**src/rtl/imem_loader_if.sv**
```systemverilog
// Byte-stream input and instruction-memory write port of the program loader.
// The loader takes the master side; the byte source / memory model takes the slave side.
interface imem_loader_if;
  logic [7:0]  byte_in;
  logic        byte_valid;
  logic        byte_ready;
  logic [31:0] IAddr;
  logic [31:0] IDataIn;
  logic        RW;

  modport master (
    input  byte_in, byte_valid,
    output byte_ready, IAddr, IDataIn, RW
  );

  modport slave (
    output byte_in, byte_valid,
    input  byte_ready, IAddr, IDataIn, RW
  );
endinterface

```
**src/rtl/imem_loader.sv**
```systemverilog
// Instruction-memory program loader: packs a byte stream little-endian into
// 32-bit words and writes them to consecutive word addresses from BASE_ADDR.
module imem_loader #(
  parameter logic [31:0] BASE_ADDR = 32'd8,
  parameter int          MAX_WORDS = 175
) (
  input  logic                CLK,
  input  logic                RST,
  input  logic                start,
  input  logic [7:0]          num_words,
  imem_loader_if.master       bus,
  output logic                busy,
  output logic                done,
  output logic                err,
  output logic [7:0]          words_written
);

  typedef enum logic [2:0] {
    IDLE,
    COLLECT,
    WRITE,
    RELEASE,
    FINISH
  } state_e;

  localparam logic [8:0] MAX_W = 9'(MAX_WORDS);

  state_e      state_q, state_d;
  logic [1:0]  k_q, k_d;
  logic [7:0]  n_q, n_d;
  logic [31:0] iaddr_q, iaddr_d;
  logic [31:0] idata_q, idata_d;
  logic        err_q, err_d;
  logic [7:0]  words_q, words_d;
  logic        rw_q, rw_d;
  logic        ready_q, ready_d;
  logic        busy_q, busy_d;
  logic        done_q, done_d;

  // NOTE: every variable assigned here gets a default first, so no path can infer a latch.
  always_comb begin
    state_d = state_q;
    k_d     = k_q;
    n_d     = n_q;
    iaddr_d = iaddr_q;
    idata_d = idata_q;
    err_d   = err_q;
    words_d = words_q;

    case (state_q)
      IDLE: begin
        if (start) begin
          err_d   = 1'b0;
          words_d = 8'd0;
          iaddr_d = BASE_ADDR;
          n_d     = num_words;
          k_d     = 2'd0;
          if ({1'b0, num_words} > MAX_W) begin
            err_d = 1'b1;
          end else if (num_words == 8'd0) begin
            state_d = FINISH;
          end else begin
            state_d = COLLECT;
          end
        end
      end
      COLLECT: begin
        if (bus.byte_valid && ready_q) begin
          idata_d[{k_q, 3'b000} +: 8] = bus.byte_in;
          k_d = k_q + 2'd1;
          if (k_q == 2'd3) begin
            state_d = WRITE;
          end
        end
      end
      WRITE: begin
        words_d = words_q + 8'd1;
        state_d = RELEASE;
      end
      RELEASE: begin
        // words_q already includes the word just written.
        if (words_q == n_q) begin
          state_d = FINISH;
        end else begin
          iaddr_d = iaddr_q + 32'd4;
          k_d     = 2'd0;
          state_d = COLLECT;
        end
      end
      FINISH: begin
        state_d = IDLE;
      end
      default: begin
        state_d = IDLE;
      end
    endcase

    // Outputs are decoded from the next state so they appear registered in the state they describe.
    rw_d    = (state_d == WRITE);
    ready_d = (state_d == COLLECT);
    busy_d  = (state_d != IDLE);
    done_d  = (state_d == FINISH);
  end

  // NOTE: state is updated with non-blocking assignments so all flops sample the same pre-edge values.
  always_ff @(posedge CLK) begin
    if (RST) begin
      state_q <= IDLE;
      k_q     <= 2'd0;
      n_q     <= 8'd0;
      iaddr_q <= BASE_ADDR;
      idata_q <= 32'd0;
      err_q   <= 1'b0;
      words_q <= 8'd0;
      rw_q    <= 1'b0;
      ready_q <= 1'b0;
      busy_q  <= 1'b0;
      done_q  <= 1'b0;
    end else begin
      state_q <= state_d;
      k_q     <= k_d;
      n_q     <= n_d;
      iaddr_q <= iaddr_d;
      idata_q <= idata_d;
      err_q   <= err_d;
      words_q <= words_d;
      rw_q    <= rw_d;
      ready_q <= ready_d;
      busy_q  <= busy_d;
      done_q  <= done_d;
    end
  end

  assign bus.byte_ready = ready_q;
  assign bus.IAddr      = iaddr_q;
  assign bus.IDataIn    = idata_q;
  assign bus.RW         = rw_q;
  assign busy           = busy_q;
  assign done           = done_q;
  assign err            = err_q;
  assign words_written  = words_q;

endmodule

```
**src/flat_wrapper.sv**
```systemverilog
// flat-port wrapper written by rule: the top's interface ports become plain ports
module imem_loader_flat 
#(
  parameter logic [31:0] BASE_ADDR = 32'd8,
  parameter int          MAX_WORDS = 175
)
  (CLK, RST, start, num_words, busy, done, err, words_written, bus_byte_in, bus_byte_valid, bus_byte_ready, bus_IAddr, bus_IDataIn, bus_RW);
  imem_loader_if bus_i ();
  input  logic CLK;
  input  logic RST;
  input  logic start;
  input  logic [7:0] num_words;
  output logic busy;
  output logic done;
  output logic err;
  output logic [7:0] words_written;
  input wire logic [$bits(bus_i.byte_in)-1:0] bus_byte_in;
  input wire logic [$bits(bus_i.byte_valid)-1:0] bus_byte_valid;
  output wire logic [$bits(bus_i.byte_ready)-1:0] bus_byte_ready;
  output wire logic [$bits(bus_i.IAddr)-1:0] bus_IAddr;
  output wire logic [$bits(bus_i.IDataIn)-1:0] bus_IDataIn;
  output wire logic [$bits(bus_i.RW)-1:0] bus_RW;
  assign bus_i.byte_in = bus_byte_in;
  assign bus_i.byte_valid = bus_byte_valid;
  assign bus_byte_ready = bus_i.byte_ready;
  assign bus_IAddr = bus_i.IAddr;
  assign bus_IDataIn = bus_i.IDataIn;
  assign bus_RW = bus_i.RW;
  imem_loader #(.BASE_ADDR(BASE_ADDR), .MAX_WORDS(MAX_WORDS)) u_core (.CLK(CLK), .RST(RST), .start(start), .num_words(num_words), .bus(bus_i), .busy(busy), .done(done), .err(err), .words_written(words_written));
endmodule
```
**config.mk**
```make
export PLATFORM = sky130hd
export DESIGN_NAME = imem_loader_flat
export DESIGN_NICKNAME = d
export VERILOG_FILES = /design/src/rtl/imem_loader_if.sv /design/src/rtl/imem_loader.sv /design/src/flat_wrapper.sv
export SDC_FILE = /design/constraint.sdc
export NUM_CORES = 1
export LEC_CHECK = 0
export ABC_AREA = 1
export CORE_MARGIN = 2
export CORE_UTILIZATION = 53
export CTS_BUF_LIST = sky130_fd_sc_hd__clkbuf_16
export CTS_CLUSTER_DIAMETER = 30
export DETAILED_ROUTE_END_ITERATION = 10
export PLACE_DENSITY = 0.89
export SLEW_MARGIN = 5
export SYNTH_ARGS = -nofsm -noshare
export SYNTH_HDL_FRONTEND = slang
export SYNTH_SLANG_ARGS = --single-unit
```
**constraint.sdc**
```tcl
create_clock -name CLK -period 3.6 [get_ports CLK]
set_input_delay 0.72 -clock CLK [delete_from_list [all_inputs] [get_ports CLK]]
set_output_delay 0.72 -clock CLK [all_outputs]
set_load 0.01 [all_outputs]
```
; Word-level counts from Yosys, hierarchy flattened
; Index checks and enable logic that the tools add are counted.
[classes]
n_reduce_logical = 12
shifts = 2
magnitude_cmp = 1
eq_ne = 11
muxes = 18
add_sub_neg = 4
[ops]
columns = operator, n
row1 = 2-to-1 mux 32 bit, 2
row2 = one-hot mux 32 bit (2 select lines), 1
row3 = "adder 32 x 3 -> 32 bit, second input constant", 1
row4 = bitwise mux 32 bit, 1
row5 = "variable shift 8 x 7 -> 32 bit, first input constant", 1
row6 = indexed part select 8 x 7 -> 32 bit, 1
row7 = 2-to-1 mux 3 bit, 6
row8 = one-hot mux 8 bit (2 select lines), 1
row9 = one-hot mux 3 bit (4 select lines), 1
row10 = "== test 3 x 2 -> 1 bit, second input constant", 3
row11 = "adder 8 x 1 -> 8 bit, second input constant", 1
row12 = == test 8 bit, 1
row13 = "greater-than comparator 8 bit, second input constant", 1
row14 = zero test 8 bit, 1
row15 = 2-to-1 mux 8 bit, 1
row16 = negation 5 -> 7 bit, 1
row17 = "== test 3 x 1 -> 1 bit, second input constant", 2
row18 = 2-to-1 mux 2 bit, 3
row19 = one-hot mux 2 bit (3 select lines), 1
row20 = AND reduction 2 bit, 3
row21 = nonzero test 3 bit, 2
row22 = "!= test 2 bit, second input constant", 2
row23 = AND reduction 4 bit, 1
row24 = nonzero test 2 bit, 2
row25 = other kinds (8), 8
[totals]
out_inout_bits = 77
reg_bits = 90

; Depth between registers and ports, before layout
; Gate-level depths: netlist of the first run.
[depth]
depth_word = 6
depth_mapped = 11

; Worst setup path after synthesis of the first run
; OpenSTA, ideal clock, no wires.
[synth_timing]
kind = reg2reg
startpoint = register u_core.k_q[0]
endpoint = register u_core.idata_q[18], in the netlist u_core.bus.IDataIn[18]
t_required_ns = 3.529
t_arrival_ns = 2.146
path_stages_with_launch = 11
setup_ns = 0.071
path_slack_ns = 1.383
cell_sequence = dfxtp_1 buf_2 buf_1 inv_1 ha_1 inv_1 nor2_2 inv_1 nor2_1 nand3_1 a21oi_1
[synth_via]
elab_chain_len = 3
elab_cells_between_ends = 4
cone_classes = add/sub: 1 / shift: 2 / mux: 1
[synth_lines]
columns = element, line
row1 = start: declaration, imem_loader.sv:29  ; logic [1:0] k_q, k_d;
row2 = start signal: assignment, imem_loader.sv:121  ; k_q <= k_d;
row3 = negation 5 -> 7 bit (*), imem_loader.sv:69  ; idata_d[{k_q, 3'b000} +: 8] = bus.byte_in;
row4 = indexed part select 8 x 7 -> 32 bit / variable shift 8 x 7 -> 32 bit (equally long branches), imem_loader.sv:69
row5 = bitwise mux 32 bit (*), imem_loader.sv:69
row6 = end signal: assignment, imem_loader.sv:124  ; idata_q <= idata_d;
row7 = end: declaration, imem_loader.sv:32  ; logic [31:0] idata_q, idata_d;
; Mark *: on every way between the ends. The rest lies on a longest branch, timed or not.
; A chain may end at the register's enable or synchronous reset.

; Final worst setup path of the first run
[layout_timing]
startpoint = register u_core.k_q[0]
endpoint = register u_core.idata_q[20], in the netlist u_core.bus.IDataIn[20]
; Same word-level chain as after synthesis.

==> impl_metrics.csv, run 1 <==
group,metric,value,unit
outcome,outcome,"complete, no violations",
die,initial_core_util,0.544,
die,num_rows,34,
routing,wl_per_cell,14.0,um
power_and_ir_drop,swShare,0.279,
global_route,grt_pass1_vias,4710,
die,die_area,0.00967,mm^2
critical_path,startpoint,"u_core.k_q[0]",
critical_path,cp_max_fo,23,
layout,fin_nets,817,
routing,drc,0,
critical_path,arrival,2.86,ns
critical_path,endpoint,"u_core.bus.IDataIn[20]",
layout,nFillCells,725,
clock_network,cts_inserted_buffers,9,
min_path,min_path_type,"register to register",
routing,vias,4905,
timing,fin_crit_sh,0.719,
logic_synthesis,synth-edff-count,0,
timing,period_minus_slack,2.59,ns
timing,max_freq,386,MHz
routing,routed_wl,12700,um
layout,instances_no_fill,902,
critical_path,r2r_cells,8,
die,die_y,98.4,um
layout,diodes,0,
routing,first_pass_iters,5,
global_route,grt_pass1_wl,20900,um
critical_path,rr_startpoint,"u_core.k_q[0]",
logic_synthesis,ys_ff_latch,88,
logic_synthesis,syn-cell-area,0.00472,mm^2
power_and_ir_drop,pwr-share-comb,0.096,
timing,setup_tns,0,ns
placed_design,portBuffers,94,
critical_path,critPathRequiredTime,3.87,ns
logic_synthesis,synthArstFlopShare,0,
die,coreArea,0.00868,mm^2
logic_synthesis,yosysSeqAreaShare,0.373,
placed_design,post-place-ws,0.918,ns
power_and_ir_drop,p_sw,597,uW
clock_network,cts_tree,"built",
timing,drv_slew,0,
min_path,whs_path_depth,2,
power_and_ir_drop,seq_power_share,0.472,
critical_path,crit_path_end_kind,"register",
timing,hold_viol_final,0,
critical_path,path_class,"register to register",
logic_synthesis,yosys_most_used_dff,"dfxtp_1",
global_route,gr-usage-all-layers,0.260,
clock_network,post-cts-setup-buffer-count,0,
timing,tightestPinTransition,0.857,ns
logic_synthesis,synth_cell_types,31,
global_route,grt_max_degree,58,
clock_network,h-tree-depth,3,
timing,finClkSkew,0.00846,ns
clock_network,postCtsHoldBufs,0,
timing,rsz0062_at_grt,"no",
clock_network,clock_latency,0.34,ns
critical_path,rrSetupSlack,1.01,ns
die,dieWidth,98.4,um
timing,setup_viol_count_final,0,
clock_network,clock_sinks,88,
layout,syn2layout_area_growth,26.6,%
layout,fin_area,0.00597,mm^2
placed_design,placed_area,0.00568,mm^2
clock_network,root_buffer,"clkbuf_16",
power_and_ir_drop,intPower,1550,uW
routing,antenna_left,0,
die,io_pins,97,
routing,drt_iter0_drc,290,
power_and_ir_drop,max-vdd-ir-drop,230,uV
timing,finalWorstSetupSlack,1.01,ns
power_and_ir_drop,cellLeakagePower,0.00208,uW
placed_design,dp_cells,886,
logic_synthesis,synth_area_per_cell,6.68,um^2
clock_network,cts-resized-gates,0,
clock_network,clockBufferDepth,2,
power_and_ir_drop,powerDensity,359,mW/mm^2
power_and_ir_drop,pwr-share-clk,0.432,
timing,max_slew_margin,0.424,
layout,drive_gt1_frac,0.0894,
logic_synthesis,yosysWarnings,0,
job,maxCapViolations,0,
routing,via_per_inst,5.44,
global_route,grt_overflow,0,
logic_synthesis,postSynthCellCount,706,
global_route,grt_antenna_before_repair,0,
clock_network,clkTransAtPathRegs,0.07,ns
critical_path,crit_path_start_kind,"register",
critical_path,timing.rr.end,"u_core.bus.IDataIn[20]",
placed_design,place.gp.congestion,0.950,
placed_design,dp_hpwl,9130,um
-- area by class of cell --
class                           instances  area [um^2]  share of cell area
Tap cell                              108          135              0.0226
Sequential cell                        88         1760               0.295
Clock buffer                            9          225              0.0377
Timing Repair Buffer                   96          951               0.159
Clock inverter                          7         65.1              0.0109
Multi-Input combinational cell        537         2620               0.439
Inverter                               57          214              0.0358
-- critical path, cell delays in order, from the launching register on --
cell and delay (ns):
dfxtp_1 0.83, inv_1 0.21, ha_1 0.35, inv_1 0.10
nor2_2 0.31, inv_1 0.07, nor2_1 0.38, nand3_1 0.14
a21oi_1 0.14
-- worst min-delay path by stage --
stage                                      start                      to
after floorplan                    u_core.n_q[5]           u_core.n_q[5]
after global placement    u_core.bus.IDataIn[10]  u_core.bus.IDataIn[10]
after detailed placement   u_core.bus.IDataIn[7]   u_core.bus.IDataIn[7]
after CTS                  u_core.bus.IDataIn[7]   u_core.bus.IDataIn[7]
after global routing       u_core.bus.IDataIn[7]   u_core.bus.IDataIn[7]
final                      u_core.bus.IDataIn[8]   u_core.bus.IDataIn[8]
-- through the flow --
stage	util	hold WS [ns]	power, uW
finish	0.688	0.469	2140
CTS	0.688	0.471	2150
global route	0.688	0.493	2220
global placement	0.655	0.453	1230
floorplan	-	0.444	1170
detailed placement	0.655	0.459	1230
-- per-layer routing --
layer | up-vias | track usage | part of all wire
met4 | 0 | 0.107 | 0.030
met3 | 39 | 0.0744 | 0.072
met5 | - | 0 | 0
li1 | 2436 | - | -
met1 | 2252 | 0.306 | 0.41
met2 | 178 | 0.443 | 0.49
-- Yosys cell counts, drive strengths merged, types with 6 or more instances --
library cell,count,share of area
dfxtp,88,0.37
o211a,6,0.013
a21oi,62,0.068
buf,14,0.018
clkbuf,11,0.0088
nor2,124,0.12
nand2,221,0.18
ha,8,0.021
o21ai,30,0.032
nand3,37,0.042
inv,57,0.045
xnor2,14,0.026
nand4,17,0.023
-- state kept, by name, indices dropped and copies added (netlist names) --
signal                 cells
u_core.bus.IDataIn        32
u_core.busy                1
u_core.done                1
u_core.bus.byte_ready      1
u_core.err                 1
u_core.state_q             3
u_core.n_q                 8
u_core.bus.IAddr          30
u_core.bus.RW              1
u_core.words_written       8
u_core.k_q                 2
-- logic make-up after synthesis --
logic type,synth area share
and+or+nand+nor,0.377
AOI/OAI and AO/OA,0.128
DFF,0.373
buffers and inverters,0.0719
xor gates and xnor gates,0.0278
adders and majority gates,0.0212
other,0.000795
-- power groups by stage --
| stage | combinational [uW] | clock [uW] | sequential [uW] |
|---|---|---|---|
| 4_1_cts | 204 | 931 | 1010 |
| 3_3_place_gp | 194 | 0 | 1030 |
| 3_5_place_dp | 201 | 0 | 1030 |
| 5_1_grt | 225 | 978 | 1010 |
| 2_1_floorplan | 143 | 0 | 1030 |
| 6_report | 206 | 925 | 1010 |
-- cells in the final DEF (no fill, tap or decap), drive strengths merged --
cell type	netlist	routed
xnor2	14	14
a221oi	3	3
a211oi	4	4
clkinvlp	0	1
a31oi	1	1
buf	14	3
ha	8	8
nand3	37	37
nor2	124	124
clkbuf	11	9
conb	1	2
inv	57	63
a21oi	62	62
xor2	1	1
dfxtp	88	88
o211a	6	6
nand3b	1	1
nand4	17	17
clkdlybuf4s50	0	93
o21ai	30	30
a22o	1	1
nor3	4	4
nor3b	1	1
nand2	221	221
Power figures use the tool's default switching activity.
==> inputs of run 2 (changes only) <==
--- a/config.mk
+++ b/config.mk
@@ -7,11 +7,11 @@
 export LEC_CHECK = 0
 export ABC_AREA = 1
 export CORE_MARGIN = 2
-export CORE_UTILIZATION = 53
+export CORE_UTILIZATION = 52
 export CTS_BUF_LIST = sky130_fd_sc_hd__clkbuf_16
 export CTS_CLUSTER_DIAMETER = 30
 export DETAILED_ROUTE_END_ITERATION = 10
-export PLACE_DENSITY = 0.89
+export PLACE_DENSITY = 0.88
 export SLEW_MARGIN = 5
 export SYNTH_ARGS = -nofsm -noshare
 export SYNTH_HDL_FRONTEND = slang
==> constraint.sdc (replaced) <==
create_clock -name CLK -period 2.68 [get_ports CLK]
set_input_delay 0.536 -clock CLK [delete_from_list [all_inputs] [get_ports CLK]]
set_output_delay 0.536 -clock CLK [all_outputs]
set_load 0.01 [all_outputs]
==> run 2 against run 1 <==
Combinational power grew 44%. Design area grew 0.21%. Utilization shrank 0.53 points. Clock skew grew 0.0032 ns. Worst hold slack gained 0.0028 ns. Cell count grew 0.22%. Register-to-register slack lost 0.36 ns. Critical endpoint is now u_core.bus.IAddr[12]. Largest cell class unchanged. Highest routed layer unchanged.
==> impl_metrics.csv, run 2 (same netlist as run 1, synthesis figures left out) <==
group,metric,value,unit
outcome,outcome,"complete, no violations",
clock_network,clockBufferDepth,2,
clock_network,postCtsHoldBufs,0,
layout,fin_nets,819,
placed_design,dp_hpwl,9040,um
global_route,grt_antenna_before_repair,0,
layout,largest_reg_flops,32,
die,dieWidth,99.3,um
timing,period_minus_slack,2.06,ns
critical_path,crit_path_start_kind,"input port",
critical_path,path_class,"input port to register",
timing,fin_crit_sh,0.767,
clock_network,clkTransAtPathRegs,0.07,ns
die,io_pins,97,
timing,max_slew_margin,0.448,
clock_network,clock_sinks,88,
critical_path,slowest_delay,0.47,ns
timing,finalWorstSetupSlack,0.624,ns
critical_path,path_buf_inv,2,
critical_path,path_delay_family,"simple AND/OR/NAND/NOR gates",
critical_path,arrival,2.32,ns
critical_path,cpMostUsedCell,"nand2_1",
clock_network,post-cts-setup-buffer-count,0,
power_and_ir_drop,max-vdd-ir-drop,383,uV
global_route,grt_pass1_vias,4683,
routing,wl_per_cell,14.3,um
die,die_y,99.3,um
timing,hold_viol_final,0,
routing,vias,5033,
routing,antenna_left,0,
die,coreArea,0.00876,mm^2
critical_path,cp_max_fo,22,
routing,via_per_inst,5.57,
die,initial_core_util,0.538,
global_route,gr-usage-all-layers,0.262,
critical_path,critPathRequiredTime,2.94,ns
routing,routed_wl,12900,um
layout,layout_commonest_cell,"nand2_1",
global_route,grt_max_degree,58,
timing,drv_slew,0,
clock_network,h-tree-depth,3,
clock_network,cts_inserted_buffers,9,
clock_network,root_buffer,"clkbuf_16",
timing,setup_tns,0,ns
global_route,grt_pass1_wl,21400,um
clock_network,clock_latency,0.34,ns
power_and_ir_drop,powerDensity,479,mW/mm^2
routing,drc,0,
die,die_area,0.00985,mm^2
routing,first_pass_iters,5,
timing,rsz0062_at_grt,"no",
layout,drive_gt1_frac,0.0917,
routing,drt_iter0_drc,337,
critical_path,path_cells,"clkdlybuf4s50_1 > inv_1 > nand3_1 > nand2_1 > nor2_4 > nand2_1 > a21oi_1",
global_route,grt_overflow,0,
placed_design,post-place-ws,0.302,ns
critical_path,crit_path_end_kind,"register",
die,num_rows,34,
job,maxCapViolations,0,
placed_design,portBuffers,94,
power_and_ir_drop,cellLeakagePower,0.00209,uW
timing,tightestPinTransition,0.827,ns
clock_network,cts-resized-gates,0,
timing,finClkSkew,0.0117,ns
critical_path,cpMaxStageDelayCell,"clkdlybuf4s50_1",
layout,syn2layout_area_growth,26.9,%
layout,diodes,0,
placed_design,place.gp.congestion,0.938,
clock_network,cts_tree,"built",
timing,setup_viol_count_final,0,
timing,max_freq,486,MHz
min_path,min_path_type,"register to register",
layout,final_cell_mix,"nand2_1 (211), nor2_1 (101), clkdlybuf4s50_1 (93)",
-- run 2: changes by cell type in the layout (fill, tap and decap cells not counted) --
cell / delta
buf_4: +2
clkinv_2: +1
clkinv_4: +2
clkinvlp_4: -1
inv_6: -2
-- run 2: final timing paths --
check	startpoint	to	slack, ns	cells past startpoint
hold / removal	u_core.bus.IDataIn[11]	u_core.bus.IDataIn[11]	0.47	2
setup reg to reg	u_core.k_q[1]	u_core.bus.IDataIn[18]	0.65	8
setup / recovery	start	u_core.bus.IAddr[12]	0.62	7
hold reg to reg	u_core.bus.IDataIn[11]	u_core.bus.IDataIn[11]	0.47	2
-- run 2: power by group --
part / switching, uW / leakage (uW) / internal [uW]
logic: 202 / 0.00123 / 94.1
clock network: 575 / 0.000144 / 650
registers: 17.8 / 0.000712 / 1330
total: 795 / 0.00209 / 2080
-- run 2: per-stage QoR --
| step | total power, uW | hold WS [ns] | util | instances | instance area (um^2) |
|---|---|---|---|---|---|
| after floorplan | 1570 | 0.444 | - | 707 | 4720 |
| after global placement | 1650 | 0.451 | 0.650 | 888 | 5700 |
| after detailed placement | 1670 | 0.459 | 0.650 | 888 | 5700 |
| after CTS | 2870 | 0.468 | 0.683 | 904 | 5990 |
| after global routing | 2960 | 0.498 | 0.683 | 904 | 5990 |
| final | 2870 | 0.472 | 0.683 | 904 | 5990 |
-- run 2: tightest hold or removal path, delay by kind of cell, from the launching register on --
family | cells | cell delay, ns
AND/OR/NAND/NOR | 1 | 0.06
flip-flops | 1 | 0.31
AO/OA/AOI/OAI | 1 | 0.05
-- run 2: layout make-up --
type	instances	area, um^2
clock buffers	9	225
repair buffers	98	966
inverters	57	214
multi-input cells	537	2620
clock inverters	7	62.6
well taps	108	135
flip-flops and latches	88	1760
fillers	705	2780
-- run 2: routing by layer --
| layer | GRT usage | vias to the layer above | wire length (um) |
|---|---|---|---|
| met1 | 0.328 | 2339 | 5430 |
| met4 | 0.109 | 0 | 262 |
| met5 | 0 | - | 0 |
| li1 | - | 2447 | - |
| met2 | 0.450 | 220 | 6350 |
| met3 | 0.0429 | 27 | 884 |
==> inputs of run 3 (changes only) <==
==> constraint.sdc (replaced) <==
create_clock -name CLK -period 2.15 [get_ports CLK]
set_input_delay 0.43 -clock CLK [delete_from_list [all_inputs] [get_ports CLK]]
set_output_delay 0.43 -clock CLK [all_outputs]
set_load 0.01 [all_outputs]
==> run 3 against run 2 <==
Clock-buffer cell count unchanged. Clock skew is essentially flat. Die area unchanged. Flip-flop and latch count did not move. Largest cell class unchanged.
==> impl_metrics.csv, run 3 (same netlist as run 1, synthesis figures left out) <==
group,metric,value,unit
layout,largest_reg_flops,32,
critical_path,path_cells,"inv_1 > ha_1 > inv_1 > nor2_2 > inv_1 > nor2_2 > nand3_1 > a21oi_1",
die,dieWidth,99.3,um
timing,finClkSkew,0.0118,ns
global_route,grt_pass1_wl,21500,um
die,io_pins,97,
routing,wl_per_cell,14.2,um
global_route,grt_max_degree,58,
clock_network,cts_inserted_buffers,9,
clock_network,postCtsHoldBufs,0,
critical_path,rrSetupSlack,0.28,ns
clock_network,cts_tree,"built",
power_and_ir_drop,cellLeakagePower,0.00212,uW
timing,tightestPinTransition,0.643,ns
power_and_ir_drop,total_power,3530,uW
die,initial_core_util,0.538,
placed_design,place.gp.congestion,0.953,
layout,utilization,0.690,
job,maxCapViolations,0,
critical_path,crit_path_end_kind,"register",
critical_path,slowest_delay,0.39,ns
critical_path,path_delay_family,"simple AND/OR/NAND/NOR gates",
critical_path,path_buf_inv,3,
clock_network,clkTransAtPathRegs,0.06,ns
die,die_area,0.00985,mm^2
global_route,grt_pass1_vias,4797,
critical_path,cp_max_fo,9,
placed_design,dp_hpwl,9290,um
critical_path,arrival,2.13,ns
clock_network,post-cts-setup-buffer-count,0,
power_and_ir_drop,powerDensity,584,mW/mm^2
timing,period_minus_slack,1.87,ns
routing,routed_wl,12900,um
outcome,outcome,"complete, no violations",
layout,drive_gt1_frac,0.0985,
timing,max_freq,534,MHz
global_route,grt_antenna_before_repair,0,
clock_network,clock_sinks,88,
critical_path,crit_path_start_kind,"register",
routing,drc,0,
layout,final_cell_mix,"nand2_1 (211), nor2_1 (100), clkdlybuf4s50_1 (93)",
timing,rsz0062_at_grt,"no",
clock_network,cts-resized-gates,0,
timing,setup_tns,0,ns
layout,diodes,0,
die,num_rows,34,
timing,setup_viol_count_final,0,
timing,max_slew_margin,0.572,
layout,layout_commonest_cell,"nand2_1",
routing,vias,4958,
layout,instances_no_fill,910,
global_route,grt_overflow,0,
placed_design,dp_cells,894,
layout,fin_nets,825,
routing,antenna_left,0,
routing,via_per_inst,5.45,
layout,fin_area,0.00604,mm^2
timing,drv_slew,0,
critical_path,cpMostUsedCell,"inv_1",
critical_path,path_class,"register to register",
clock_network,h-tree-depth,3,
timing,hold_viol_final,0,
clock_network,clock_latency,0.34,ns
clock_network,clockBufferDepth,2,
die,die_y,99.3,um
placed_design,portBuffers,94,
timing,fin_crit_sh,0.872,
global_route,gr-usage-all-layers,0.263,
min_path,min_path_type,"register to register",
routing,first_pass_iters,5,
power_and_ir_drop,max-vdd-ir-drop,417,uV
critical_path,critPathRequiredTime,2.41,ns
routing,drt_iter0_drc,375,
layout,syn2layout_area_growth,28.1,%
die,coreArea,0.00876,mm^2
critical_path,cpMaxStageDelayCell,"dfxtp_1",
placed_design,placed_area,0.00577,mm^2
clock_network,root_buffer,"clkbuf_16",
run 3: cell count changes in the layout (fill, tap and decap cells not counted), sizes merged:
cell / change
inv: -3
clkinvlp: +1
buf: +6
clkinv: +2
run 3: cell type report:
class	count	area (um^2)
Clock buffer	9	225
Clock inverter	7	47.5
Multi-Input combinational cell	537	2620
Inverter	57	214
Timing Repair Buffer	104	1040
Tap cell	108	135
Sequential cell	88	1760
Fill cell	734	2720
run 3: worst register-to-register path, delay by kind of cell, from the launching register on:
kind	cells	cell delay, ns
flip-flops	1	0.39
buffers and inverters	3	0.31
AND/OR/NAND/NOR	3	0.65
AO/OA/AOI/OAI	1	0.15
adder cells (fa/ha/maj)	1	0.31
run 3: per-layer routing:
layer / share of wire / track usage / wire, um / vias to the layer above
li1: - / - / - / 2448
met1: 0.41 / 0.317 / 5310 / 2257
met2: 0.49 / 0.452 / 6350 / 215
met3: 0.071 / 0.0478 / 918 / 38
met4: 0.023 / 0.130 / 299 / 0
met5: 0 / 0 / 0 / -
run 3: metrics by stage:
stage	hold slack [ns]	worst slack (ns)
global route	0.502	0.122
floorplan	0.444	0.0123
global placement	0.453	0.277
CTS	0.470	0.301
finish	0.471	0.276
detailed placement	0.460	0.190
run 3: power breakdown:
part | switching [uW] | leakage [uW] | internal (uW)
Clock | 664 | 0.000133 | 783
Sequential | 22.5 | 0.000712 | 1660
Combinational | 254 | 0.00127 | 143
run 3: path summary, 6_finish.rpt:
kind	cells past startpoint	endpoint	from
max	8	u_core.bus.IDataIn[20]	u_core.k_q[1]
min	2	u_core.bus.IDataIn[10]	u_core.bus.IDataIn[10]
max reg2reg	8	u_core.bus.IDataIn[20]	u_core.k_q[1]
min reg2reg	2	u_core.bus.IDataIn[10]	u_core.bus.IDataIn[10]
